## src/rtl/spi_master_if.sv

```systemverilog
`default_nettype none
// ============================================================================
// spi_master_if : byte handshake and SPI pin bundle for spi_master
// Revision 1.0
// ============================================================================
interface spi_master_if;
  logic [7:0] mosi_byte;
  logic       mosi_tick;
  logic       mosi_ready;
  logic       miso_tick;
  logic [7:0] miso_byte;
  logic       spi_clk;
  logic       spi_miso;
  logic       spi_mosi;

  modport master (
    input  mosi_byte, mosi_tick, spi_miso,
    output mosi_ready, miso_tick, miso_byte, spi_clk, spi_mosi
  );

  modport slave (
    output mosi_byte, mosi_tick, spi_miso,
    input  mosi_ready, miso_tick, miso_byte, spi_clk, spi_mosi
  );
endinterface
`default_nettype wire

```

## src/rtl/spi_master.sv

```systemverilog
`default_nettype none
// ============================================================================
// spi_master : single-byte SPI master, MSB-first, SPI modes 0..3
// Revision 1.0
// ============================================================================
module spi_master #(
  parameter int SPI_MODE          = 0,
  parameter int CLKS_PER_HALF_BIT = 2
) (
  input  wire logic     clk,
  input  wire logic     reset,
  spi_master_if.master  bus
);

  localparam logic c_cpol  = 1'(SPI_MODE >> 1);
  localparam logic c_cpha  = 1'(SPI_MODE);
  localparam int   c_div_w = $clog2(CLKS_PER_HALF_BIT) + 1;
  localparam logic [c_div_w-1:0] c_div_top = c_div_w'(CLKS_PER_HALF_BIT - 1);
  localparam logic [4:0] c_last_sample = c_cpha ? 5'd1 : 5'd2;

  typedef enum logic [0:0] {
    ST_IDLE = 1'b0,
    ST_BUSY = 1'b1
  } state_t;

  state_t             r_state;
  logic [c_div_w-1:0] r_div;
  logic [4:0]         r_edge;
  logic [7:0]         r_tx;
  logic [7:0]         r_rx;
  logic               r_rx_pend;
  logic               r_ready;
  logic               r_mtick;
  logic [7:0]         r_mbyte;
  logic               r_sclk;
  logic               r_mosi;

  // r_edge counts down from 16, so an even remaining count marks a leading edge
  logic w_toggle;
  logic w_leading;
  logic w_sample;
  logic w_drive;

  assign w_toggle  = (r_state == ST_BUSY) && (r_edge != 5'd0) && (r_div == c_div_top);
  assign w_leading = ~r_edge[0];
  assign w_sample  = w_toggle && (w_leading ^ c_cpha);
  assign w_drive   = c_cpha ? (w_toggle && w_leading)
                            : (w_toggle && !w_leading && (r_edge != 5'd1));

  always_ff @(posedge clk) begin
    if (reset) begin
      r_state   <= ST_IDLE;
      r_div     <= '0;
      r_edge    <= 5'd0;
      r_tx      <= 8'h00;
      r_rx      <= 8'h00;
      r_rx_pend <= 1'b0;
      r_ready   <= 1'b1;
      r_mtick   <= 1'b0;
      r_mbyte   <= 8'h00;
      r_sclk    <= c_cpol;
      r_mosi    <= 1'b0;
    end else begin
      // received byte is published one cycle after its final sample edge
      r_mtick <= 1'b0;
      if (r_rx_pend) begin
        r_mtick   <= 1'b1;
        r_mbyte   <= r_rx;
        r_rx_pend <= 1'b0;
      end

      case (r_state)
        ST_IDLE: begin
          if (bus.mosi_tick) begin
            r_state <= ST_BUSY;
            r_ready <= 1'b0;
            r_edge  <= 5'd16;
            r_div   <= c_div_w'(1);
            if (!c_cpha) begin
              r_mosi <= bus.mosi_byte[7];
              r_tx   <= {bus.mosi_byte[6:0], 1'b0};
            end else begin
              r_tx   <= bus.mosi_byte;
            end
          end
        end

        ST_BUSY: begin
          if (r_edge == 5'd0) begin
            r_state <= ST_IDLE;
            r_ready <= 1'b1;
          end else if (r_div == c_div_top) begin
            r_div  <= '0;
            r_sclk <= ~r_sclk;
            r_edge <= r_edge - 5'd1;
            if (w_sample) begin
              r_rx <= {r_rx[6:0], bus.spi_miso};
              if (r_edge == c_last_sample) begin
                r_rx_pend <= 1'b1;
              end
            end
            if (w_drive) begin
              r_mosi <= r_tx[7];
              r_tx   <= {r_tx[6:0], 1'b0};
            end
          end else begin
            r_div <= r_div + 1'b1;
          end
        end

        default: begin
          r_state <= ST_IDLE;
          r_ready <= 1'b1;
        end
      endcase
    end
  end

  assign bus.mosi_ready = r_ready;
  assign bus.miso_tick  = r_mtick;
  assign bus.miso_byte  = r_mbyte;
  assign bus.spi_clk    = r_sclk;
  assign bus.spi_mosi   = r_mosi;

endmodule
`default_nettype wire

```

## src/flat_wrapper.sv

```systemverilog
// flat-port wrapper written by rule: the top's interface ports become plain ports
module spi_master_flat 
#(
  parameter int SPI_MODE          = 0,
  parameter int CLKS_PER_HALF_BIT = 2
)
  (clk, reset, bus_mosi_byte, bus_mosi_tick, bus_spi_miso, bus_mosi_ready, bus_miso_tick, bus_miso_byte, bus_spi_clk, bus_spi_mosi);
  spi_master_if bus_i ();
  input  wire logic clk;
  input  wire logic reset;
  input wire logic [$bits(bus_i.mosi_byte)-1:0] bus_mosi_byte;
  input wire logic [$bits(bus_i.mosi_tick)-1:0] bus_mosi_tick;
  input wire logic [$bits(bus_i.spi_miso)-1:0] bus_spi_miso;
  output wire logic [$bits(bus_i.mosi_ready)-1:0] bus_mosi_ready;
  output wire logic [$bits(bus_i.miso_tick)-1:0] bus_miso_tick;
  output wire logic [$bits(bus_i.miso_byte)-1:0] bus_miso_byte;
  output wire logic [$bits(bus_i.spi_clk)-1:0] bus_spi_clk;
  output wire logic [$bits(bus_i.spi_mosi)-1:0] bus_spi_mosi;
  assign bus_i.mosi_byte = bus_mosi_byte;
  assign bus_i.mosi_tick = bus_mosi_tick;
  assign bus_i.spi_miso = bus_spi_miso;
  assign bus_mosi_ready = bus_i.mosi_ready;
  assign bus_miso_tick = bus_i.miso_tick;
  assign bus_miso_byte = bus_i.miso_byte;
  assign bus_spi_clk = bus_i.spi_clk;
  assign bus_spi_mosi = bus_i.spi_mosi;
  spi_master #(.SPI_MODE(SPI_MODE), .CLKS_PER_HALF_BIT(CLKS_PER_HALF_BIT)) u_core (.clk(clk), .reset(reset), .bus(bus_i));
endmodule
```

## config.mk

```make
export PLATFORM = sky130hd
export DESIGN_NAME = spi_master_flat
export DESIGN_NICKNAME = d
export VERILOG_FILES = /design/src/rtl/spi_master_if.sv /design/src/rtl/spi_master.sv /design/src/flat_wrapper.sv
export SDC_FILE = /design/constraint.sdc
export NUM_CORES = 1
export LEC_CHECK = 0
export CAP_MARGIN = 10
export CORE_ASPECT_RATIO = 1.4
export CORE_MARGIN = 2
export CORE_UTILIZATION = 56
export CTS_CLUSTER_DIAMETER = 40
export CTS_CLUSTER_SIZE = 25
export DETAILED_ROUTE_END_ITERATION = 10
export GPL_TIMING_DRIVEN = 0
export PLACE_DENSITY = 0.85
export SKIP_LAST_GASP = 1
export SYNTH_ARGS = -nofsm -noshare
export SYNTH_HDL_FRONTEND = slang
export SYNTH_SLANG_ARGS = --single-unit
```

## constraint.sdc

```tcl
create_clock -name clk -period 3 [get_ports clk]
set_input_delay 0.9 -clock clk [delete_from_list [all_inputs] [get_ports clk]]
set_output_delay 0.9 -clock clk [all_outputs]
set_load 0.05 [all_outputs]
```

---- Word-level counts from Yosys, hierarchy flattened ----
Cells that the tools add are included.
Widths: inputs -> output; s select.
cells by class
  $add $sub $neg .......................... 2
  eq/ne operators ......................... 8
  muxes and demuxes ....................... 26
  bitwise operators ....................... 6
  reductions and logical operators ........ 14
operators by type and width
  cell                 number
  $mux 8               4
  $pmux 8 s2           1
  $mux 5               3
  $mux 1               10
  $ne 2x2->1 const B   5
  $pmux 5 s2           1
  $reduce_and 4->1     2
  $mux 2               3
  $not 1->1            6
  $pmux 1 s2           3
  $reduce_and 3->1     2
  $eq 5x2->1 const B   1
  $logic_and 1x1->1    5
  $logic_not 5->1      1
  $ne 5x1->1 const B   1
  $reduce_bool 5->1    1
  $reduce_or 5->1      1
  $sub 5x1->5 const B  1
  $pmux 2 s2           1
  $reduce_and 2->1     2
  $add 2x1->2 const B  1
  $eq 2x1->1 const B   1
word-level totals
  register bits after elaboration ......... 37
  bits of input ports ..................... 12
  word-level logic and storage cells ...... 67

---- Longest topological paths before layout ----
Gate-level depths: netlist of run 1.
  depth after elaboration ................. 9
  gate-level depth with buffers ........... 7
  depth with buffers taken out ............ 6

---- Worst setup path before layout of run 1 ----
No wires, ideal clock.
  path type ............................... flip-flop to flip-flop
  start ................................... register u_core.r_edge[0]
  end ..................................... register u_core.r_tx[4]
  library setup time ...................... 80 ps
  arrival ................................. 1721 ps
  required time ........................... 2920 ps
  slack ................................... 1199 ps
  stages on the path, launching flop included .. 8
  path buffers ............................ 1
  period minus slack after synthesis ...... 1801 ps
  cells stage by stage .................... dfxtp_1 inv_1 ha_1 nor4b_4 o41ai_4 buf_6 nor2_2 a211oi_2
between the ends
  word-level cells in the longest chain between the ends .. 7
  elaborated cells between the ends (all ways) .. 10
  those cells by class .................... eq/ne: 3; reduce/logical: 7
ends and longest elaborated chain
  item                            RTL line           RTL
  start, declared                 spi_master.sv:28   logic [4:0] r_edge;
  start signal, assigned          spi_master.sv:95   r_edge <= r_edge - 5'd1;
  $reduce_bool 5->1               spi_master.sv:44   assign w_toggle = (r_state == ST_BUSY) && (r_edge != 5'd0) && (r_div == c_div_top);
  $logic_and 1x1->1 (2 in a row)  spi_master.sv:44
  $logic_and 1x1->1 (2 in a row)  spi_master.sv:48   : (w_toggle && !w_leading && (r_edge != 5'd1));
  $ne 2x2->1 (no line)            --
  $reduce_and 4->1 (no line) (*)  --
  end signal, assigned            spi_master.sv:81   r_tx <= {bus.mosi_byte[6:0], 1'b0};
  end signal, assigned            spi_master.sv:83   r_tx <= bus.mosi_byte;
  end signal, assigned            spi_master.sv:104  r_tx <= {r_tx[6:0], 1'b0};
  end, declared                   spi_master.sv:29   logic [7:0] r_tx;
Every way passes the cells marked *; elsewhere a longest branch is shown, timed or not.
A chain may end at the register's enable or synchronous reset.

---- Final worst setup path of run 1 ----
  start ................................... register u_core.r_sclk, in the netlist u_core.bus.spi_clk
  end ..................................... output port bus_spi_clk
RTL lines
  item                    RTL line            RTL
  start, declared         spi_master.sv:35    logic r_sclk;
  start signal, assigned  spi_master.sv:61    r_sclk <= c_cpol;
  start signal, assigned  spi_master.sv:94    r_sclk <= ~r_sclk;
  end, declared           flat_wrapper.sv:17  output wire logic [$bits(bus_i.spi_clk)-1:0] bus_spi_clk;
No word-level cell between the ends.

==> results of run 1 <==
## metrics by stage
| stage | setup slack (ns) | total power, mW | util | area (µm²) | hold slack, ns |
|---|---|---|---|---|---|
| floorplan | 1.199 | 0.6188 | - | 1564 | 0.4601 |
| global placement | 0.7122 | 0.6525 | 0.6922 | 1829 | 0.4707 |
| detailed placement | 0.6786 | 0.6589 | 0.6922 | 1829 | 0.4822 |
| CTS | 0.5912 | 0.8729 | 0.7064 | 1867 | 0.4969 |
| global route | 0.5339 | 0.9121 | 0.7064 | 1867 | 0.5155 |
| finish | 0.5924 | 0.8658 | 0.7064 | 1867 | 0.4954 |
## registers in the layout (all words and copies together) (netlist names)
signal,flops
u_core.bus.miso_byte,8
u_core.bus.miso_tick,1
u_core.bus.mosi_ready,1
u_core.bus.spi_clk,1
u_core.bus.spi_mosi,1
u_core.r_div,2
u_core.r_edge,5
u_core.r_rx,8
u_core.r_rx_pend,1
u_core.r_state,1
u_core.r_tx,7
## worst max path at each step
stage,from,end,slack [ns],cells past startpoint
CTS,u_core.bus.spi_clk,bus_spi_clk,0.59,1
detailed placement,bus_mosi_tick,u_core.r_edge[4],0.68,4
global route,u_core.bus.miso_byte[2],bus_miso_byte[2],0.53,1
global placement,bus_mosi_tick,u_core.r_edge[4],0.71,4
floorplan,u_core.r_edge[0],u_core.r_tx[4],1.20,7
finish,u_core.bus.spi_clk,bus_spi_clk,0.59,1
## layer usage
| layer | vias up | routed length, µm | track usage |
|---|---|---|---|
| met5 | - | 0 | 0 |
| met3 | 9 | 123 | 0.06278 |
| met2 | 31 | 1540 | 0.3750 |
| met4 | 0 | 57 | 0.1036 |
| li1 | 559 | - | - |
| met1 | 533 | 1110 | 0.1986 |
## kinds of logic after synthesis
| kind of cell | after synthesis | synth area share |
|---|---|---|
| buffers and inverters | 13 | 0.04240 |
| adder cells (fa/ha/maj) | 4 | 0.03200 |
| flip-flops | 36 | 0.4608 |
| multiplexers | 23 | 0.1472 |
| XOR/XNOR | 4 | 0.02240 |
| AO/OA/AOI/OAI | 17 | 0.1224 |
| AND/OR/NAND/NOR | 49 | 0.1728 |
## cell type report
class / instances / area [µm²]
Buffer: 10 / 55.05
Clock buffer: 5 / 37.54
Fill cell: 218 / 775.7
Inverter: 3 / 11.26
Multi-Input combinational cell: 97 / 777.0
Sequential cell: 36 / 720.7
Tap cell: 36 / 45.04
Timing Repair Buffer: 22 / 220.2
## synth_stat cells (all sizes together)
| cell type | count |
|---|---|
| nor2b | 2 |
| nor4b | 4 |
| mux2i | 23 |
| nand2 | 1 |
| or2 | 1 |
| xor2 | 2 |
| buf | 5 |
| xnor2 | 2 |
| dfxtp | 36 |
| ha | 4 |
| clkbuf | 5 |
| o2bb2a | 1 |
| a31oi | 2 |
| nor3b | 1 |
| inv | 3 |
| a311oi | 1 |
| o21bai | 1 |
| nand3b | 1 |
| and4b | 1 |
| nand2b | 1 |
| nor2 | 31 |
| a211oi | 10 |
| a21oi | 1 |
| nor3 | 6 |
| o41ai | 1 |
## power by group through the flow
stage / registers [mW] / clock network (mW) / logic (mW)
global placement: 0.520 / 0 / 0.133
detailed placement: 0.521 / 0 / 0.138
global route: 0.512 / 0.251 / 0.149
finish: 0.510 / 0.219 / 0.137
floorplan: 0.528 / 0 / 0.0906
CTS: 0.510 / 0.225 / 0.138
==> results.toml, run 1 <==
[cts]
cts_tree = "done"
root_buffer = "clkbuf_4"
htreeDepth = 2
insertion_delay_ns = 0.33
cts_buffers = 5
clk_path_buf_depth = 2
clkSlewWorstSetupHoldPaths_ns = 0.09
cts_setup_buffers = 0
cts_hold_buf = 0
clkSinkCount = 36
post_cts_resize_count = 0

[cells_and_area]
antenna_cells = 0
area_growth_pct = 19.36
stdcell_count = 209
final_nets = 191
mostFrequentLayoutCells = "36 x dfxtp_1, 28 x nor2_1, 23 x mux2i_1"
drive_gt1_frac = 0.1387
layout_commonest_cell = "dfxtp_1"

[drt]
via_count = 1132
ant_nets = 0
drt_iter0_drc = 20
route.detailed.drc = 0
totalWireLength_mm = 2.832
avgViaCountPerCell = 5.416
wl_per_cell_um = 13.55
dr.pass1.iters = 4

[place]
dp.cells = 204
io_buffers = 22
gp_congestion = 0.7227
dp_hpwl_mm = 2.143

[critical_path]
crit_buf_inv = 1
slowest_stage = "clkdlybuf4s50_1"
rr_worst_depth = 7
setup.worst_path.end_class = "primary output"
reg2reg_setup_slack_ns = 0.94
critPathLaunchType = "flop"
critical-path-max-stage-delay_ns = 0.81
crit_chain = "clkdlybuf4s50_1"
critPathKind = "reg2out"
required_ns = 2.10
crit_family = "buffers and inverters"
r2r_start = "u_core.r_edge[0]"
rr_endpoint = "u_core.r_tx[4]"
cp_max_fo = 2
worst_ep_arrival_time_ns = 1.51

[synthesis]
synth_cells = 146
synthesis.nets = 162
yosysWarnings = 0
synth_top_area_frac = 0.4608
synth_largest_area_cell = "dfxtp_1"
synth_seq_cells = 36
syn-cell-area_um2 = 1564
synth_area_leaders = "dfxtp_1 46%, mux2i_1 15%, nor2_1 6.7%, a211oi_2 5.6%, ha_1 3.2%"
synth.distinct_cells = 30
synth.yosys.seq_area_share = 0.4608
avgSynthCellArea_um2 = 10.71

[power_and_ir_drop]
ir_drop_uv = 307.5
p_sw_frac = 0.2671
p_clk_frac = 0.253
switching_power_mw = 0.2313
p_leak_nw = 0.6848
power.density_nw_per_um2 = 463.8
p_seq_frac = 0.589
p_int_mw = 0.6345
power_frac_comb = 0.158

[global_routing]
grt_pass1_wl_mm = 4.926
grt_max_degree = 11
grtUsageTotal = 0.2011
grt_pass1_vias = 1151
antenna_found_initial = 0
grt_overflow = 0

[sta]
setup_viol = 0
hold_violations = 0
setup_tns_ns = 0
skew_ns = 0.007391
drv_slew = 0
min_period_over_period = 0.8025
period_needed_ns = 2.408
max_freq_mhz = 415.4
rsz0062_at_grt = "no"
slew_headroom = 0.5653
worst_pin_slew_ns = 0.6492

[status]
status = "complete, no violations"

[min_path]
hold_path_startpoint = "u_core.r_div[1]"
hold_end = "u_core.r_div[1]"
hold_class = "reg2reg"
hold_depth = 1

[floorplanning]
fp.dieH_um = 66.53
die-width_um = 48.67
core_area_um2 = 2643
start_util = 0.5919
die_area_um2 = 3238
rows = 22
io_pins = 24

[run]
cap_violations = 0
Note: power is estimated with default switching activity, not from simulation.
==> inputs of run 2 (changes only) <==
--- a/config.mk
+++ b/config.mk
@@ -8,12 +8,12 @@
 export CAP_MARGIN = 10
 export CORE_ASPECT_RATIO = 1.4
 export CORE_MARGIN = 2
-export CORE_UTILIZATION = 56
+export CORE_UTILIZATION = 52
 export CTS_CLUSTER_DIAMETER = 40
 export CTS_CLUSTER_SIZE = 25
 export DETAILED_ROUTE_END_ITERATION = 10
 export GPL_TIMING_DRIVEN = 0
-export PLACE_DENSITY = 0.85
+export PLACE_DENSITY = 0.8
 export SKIP_LAST_GASP = 1
 export SYNTH_ARGS = -nofsm -noshare
 export SYNTH_HDL_FRONTEND = slang
==> constraint.sdc (replaced) <==
create_clock -name clk -period 2.41 [get_ports clk]
set_input_delay 0.723 -clock clk [delete_from_list [all_inputs] [get_ports clk]]
set_output_delay 0.723 -clock clk [all_outputs]
set_load 0.05 [all_outputs]
==> run 2 against run 1 <==
Against the previous run:
- core utilization fell by 4.0 points
- final area increased by 2.7%
- via count down 0.97%
- sequential power up 24%
- clock-buffer cell count stayed put
- clock power increased by 91%
- combinational power grew 23%
- die area rose by 7.1%
- flip-flop and latch count is the same
- critical path depth unchanged
- non-clock buffer count stayed put
- total power grew 41%
- critical path type unchanged
- largest power group unchanged
==> results.toml, run 2 (synthesis results as in run 1) <==
[global_routing]
grt_max_degree = 13
grt_pass1_vias = 1091
antenna_found_initial = 0
grt_pass1_wl_mm = 4.974
grt_overflow = 0
grtUsageTotal = 0.1986

[floorplanning]
die-width_um = 50.35
start_util = 0.5435
fp.dieH_um = 68.89
die_area_um2 = 3469
io_pins = 24
rows = 23
core_area_um2 = 2878

[status]
status = "complete, no violations"

[cells_and_area]
final_nets = 191
area_growth_pct = 22.64
stdcell_count = 213
antenna_cells = 0
layout_commonest_cell = "dfxtp_1"
fin_util = 0.6665
mostFrequentLayoutCells = "36 x dfxtp_1, 28 x nor2_1, 23 x mux2i_1"
drive_gt1_frac = 0.1534
stdcell_area_um2 = 1918

[sta]
hold_violations = 0
worst_slack_ns = 0.2197
min_period_over_period = 0.9088
period_needed_ns = 2.190
slew_headroom = 0.5786
skew_ns = 0.006227
max_freq_mhz = 456.6
rsz0062_at_grt = "no"
drv_slew = 0
setup_viol = 0
setup_tns_ns = 0
hold_ws_ns = 0.4948
worst_pin_slew_ns = 0.6294

[place]
dpl_worst_slack_ns = 0.2389
io_buffers = 22
dp.cells = 205
placedInstanceArea_um2 = 1831
dp_hpwl_mm = 2.127
gp_congestion = 0.7048

[cts]
clk_path_buf_depth = 2
insertion_delay_ns = 0.29
cts_buffers = 5
cts_setup_buffers = 0
clkSlewWorstSetupHoldPaths_ns = 0.07
cts_hold_buf = 0
post_cts_resize_count = 0
root_buffer = "clkbuf_8"
clkSinkCount = 36
htreeDepth = 2
cts_tree = "done"

[critical_path]
cp_max_fo = 2
required_ns = 1.69
reg2reg_setup_slack_ns = 0.38
crit_buf_inv = 1
setup.worst_path.end_class = "primary output"
critPathLaunchType = "flop"
rr_worst_depth = 7
crit_chain = "clkdlybuf4s50_1"
critical-path-max-stage-delay_ns = 0.81
critPathKind = "reg2out"
crit_family = "buffers and inverters"
slowest_stage = "clkdlybuf4s50_1"
rr_endpoint = "u_core.r_tx[5]"
worst_ep_arrival_time_ns = 1.47
r2r_start = "u_core.r_edge[0]"

[min_path]
hold_depth = 2
hold_path_startpoint = "u_core.bus.miso_byte[6]"
hold_end = "u_core.bus.miso_byte[6]"
hold_class = "reg2reg"

[drt]
ant_nets = 0
route.detailed.drc = 0
wl_per_cell_um = 13.16
totalWireLength_mm = 2.804
via_count = 1121
drt_iter0_drc = 14
dr.pass1.iters = 4
avgViaCountPerCell = 5.263

[power_and_ir_drop]
p_leak_nw = 0.7097
ir_drop_uv = 531.5
power.density_nw_per_um2 = 636.9
power_mw = 1.222

[run]
cap_violations = 0
## run 2: routing by layer
layer	part of all wire	wire (µm)	global-route usage	vias to the layer above
met2	0.55	1546	0.3651	25
li1	-	-	-	562
met3	0.046	129	0.06466	5
met4	0.024	67	0.1014	0
met1	0.38	1060	0.2008	529
met5	0	0	0	-
## run 2: layout make-up
cell class | count | area, µm²
fill | 244 | 959.7
clock inverter | 3 | 18.77
buffer | 10 | 55.05
multi-input combinational | 97 | 777.0
inverter | 3 | 11.26
sequential | 36 | 720.7
clock buffer | 5 | 68.82
timing repair buffer | 22 | 220.2
tap | 37 | 46.29
## run 2: how the worst max path moves through the flow
stage / start / to / slack, ns / depth (start not counted)
6_report: u_core.bus.spi_clk / bus_spi_clk / 0.22 / 1
5_1_grt: u_core.bus.spi_clk / bus_spi_clk / 0.17 / 1
4_1_cts: u_core.bus.spi_clk / bus_spi_clk / 0.21 / 1
3_5_place_dp: bus_mosi_tick / u_core.r_edge[4] / 0.24 / 4
3_3_place_gp: bus_mosi_tick / u_core.r_edge[4] / 0.32 / 4
2_1_floorplan: u_core.r_edge[0] / u_core.r_tx[4] / 0.61 / 7
## run 2: where the power goes
| part | internal, mW | switching [mW] |
|---|---|---|
| clock network | 0.201 | 0.218 |
| logic | 0.0758 | 0.0931 |
| registers | 0.617 | 0.0175 |
| total | 0.894 | 0.328 |
==> inputs of run 3 (changes only) <==
--- a/config.mk
+++ b/config.mk
@@ -18,3 +18,4 @@
 export SYNTH_ARGS = -nofsm -noshare
 export SYNTH_HDL_FRONTEND = slang
 export SYNTH_SLANG_ARGS = --single-unit
+export TNS_END_PERCENT = 100
==> results of run 3 <==
The final DEF is identical to that of run 2; final timing and power are the same.
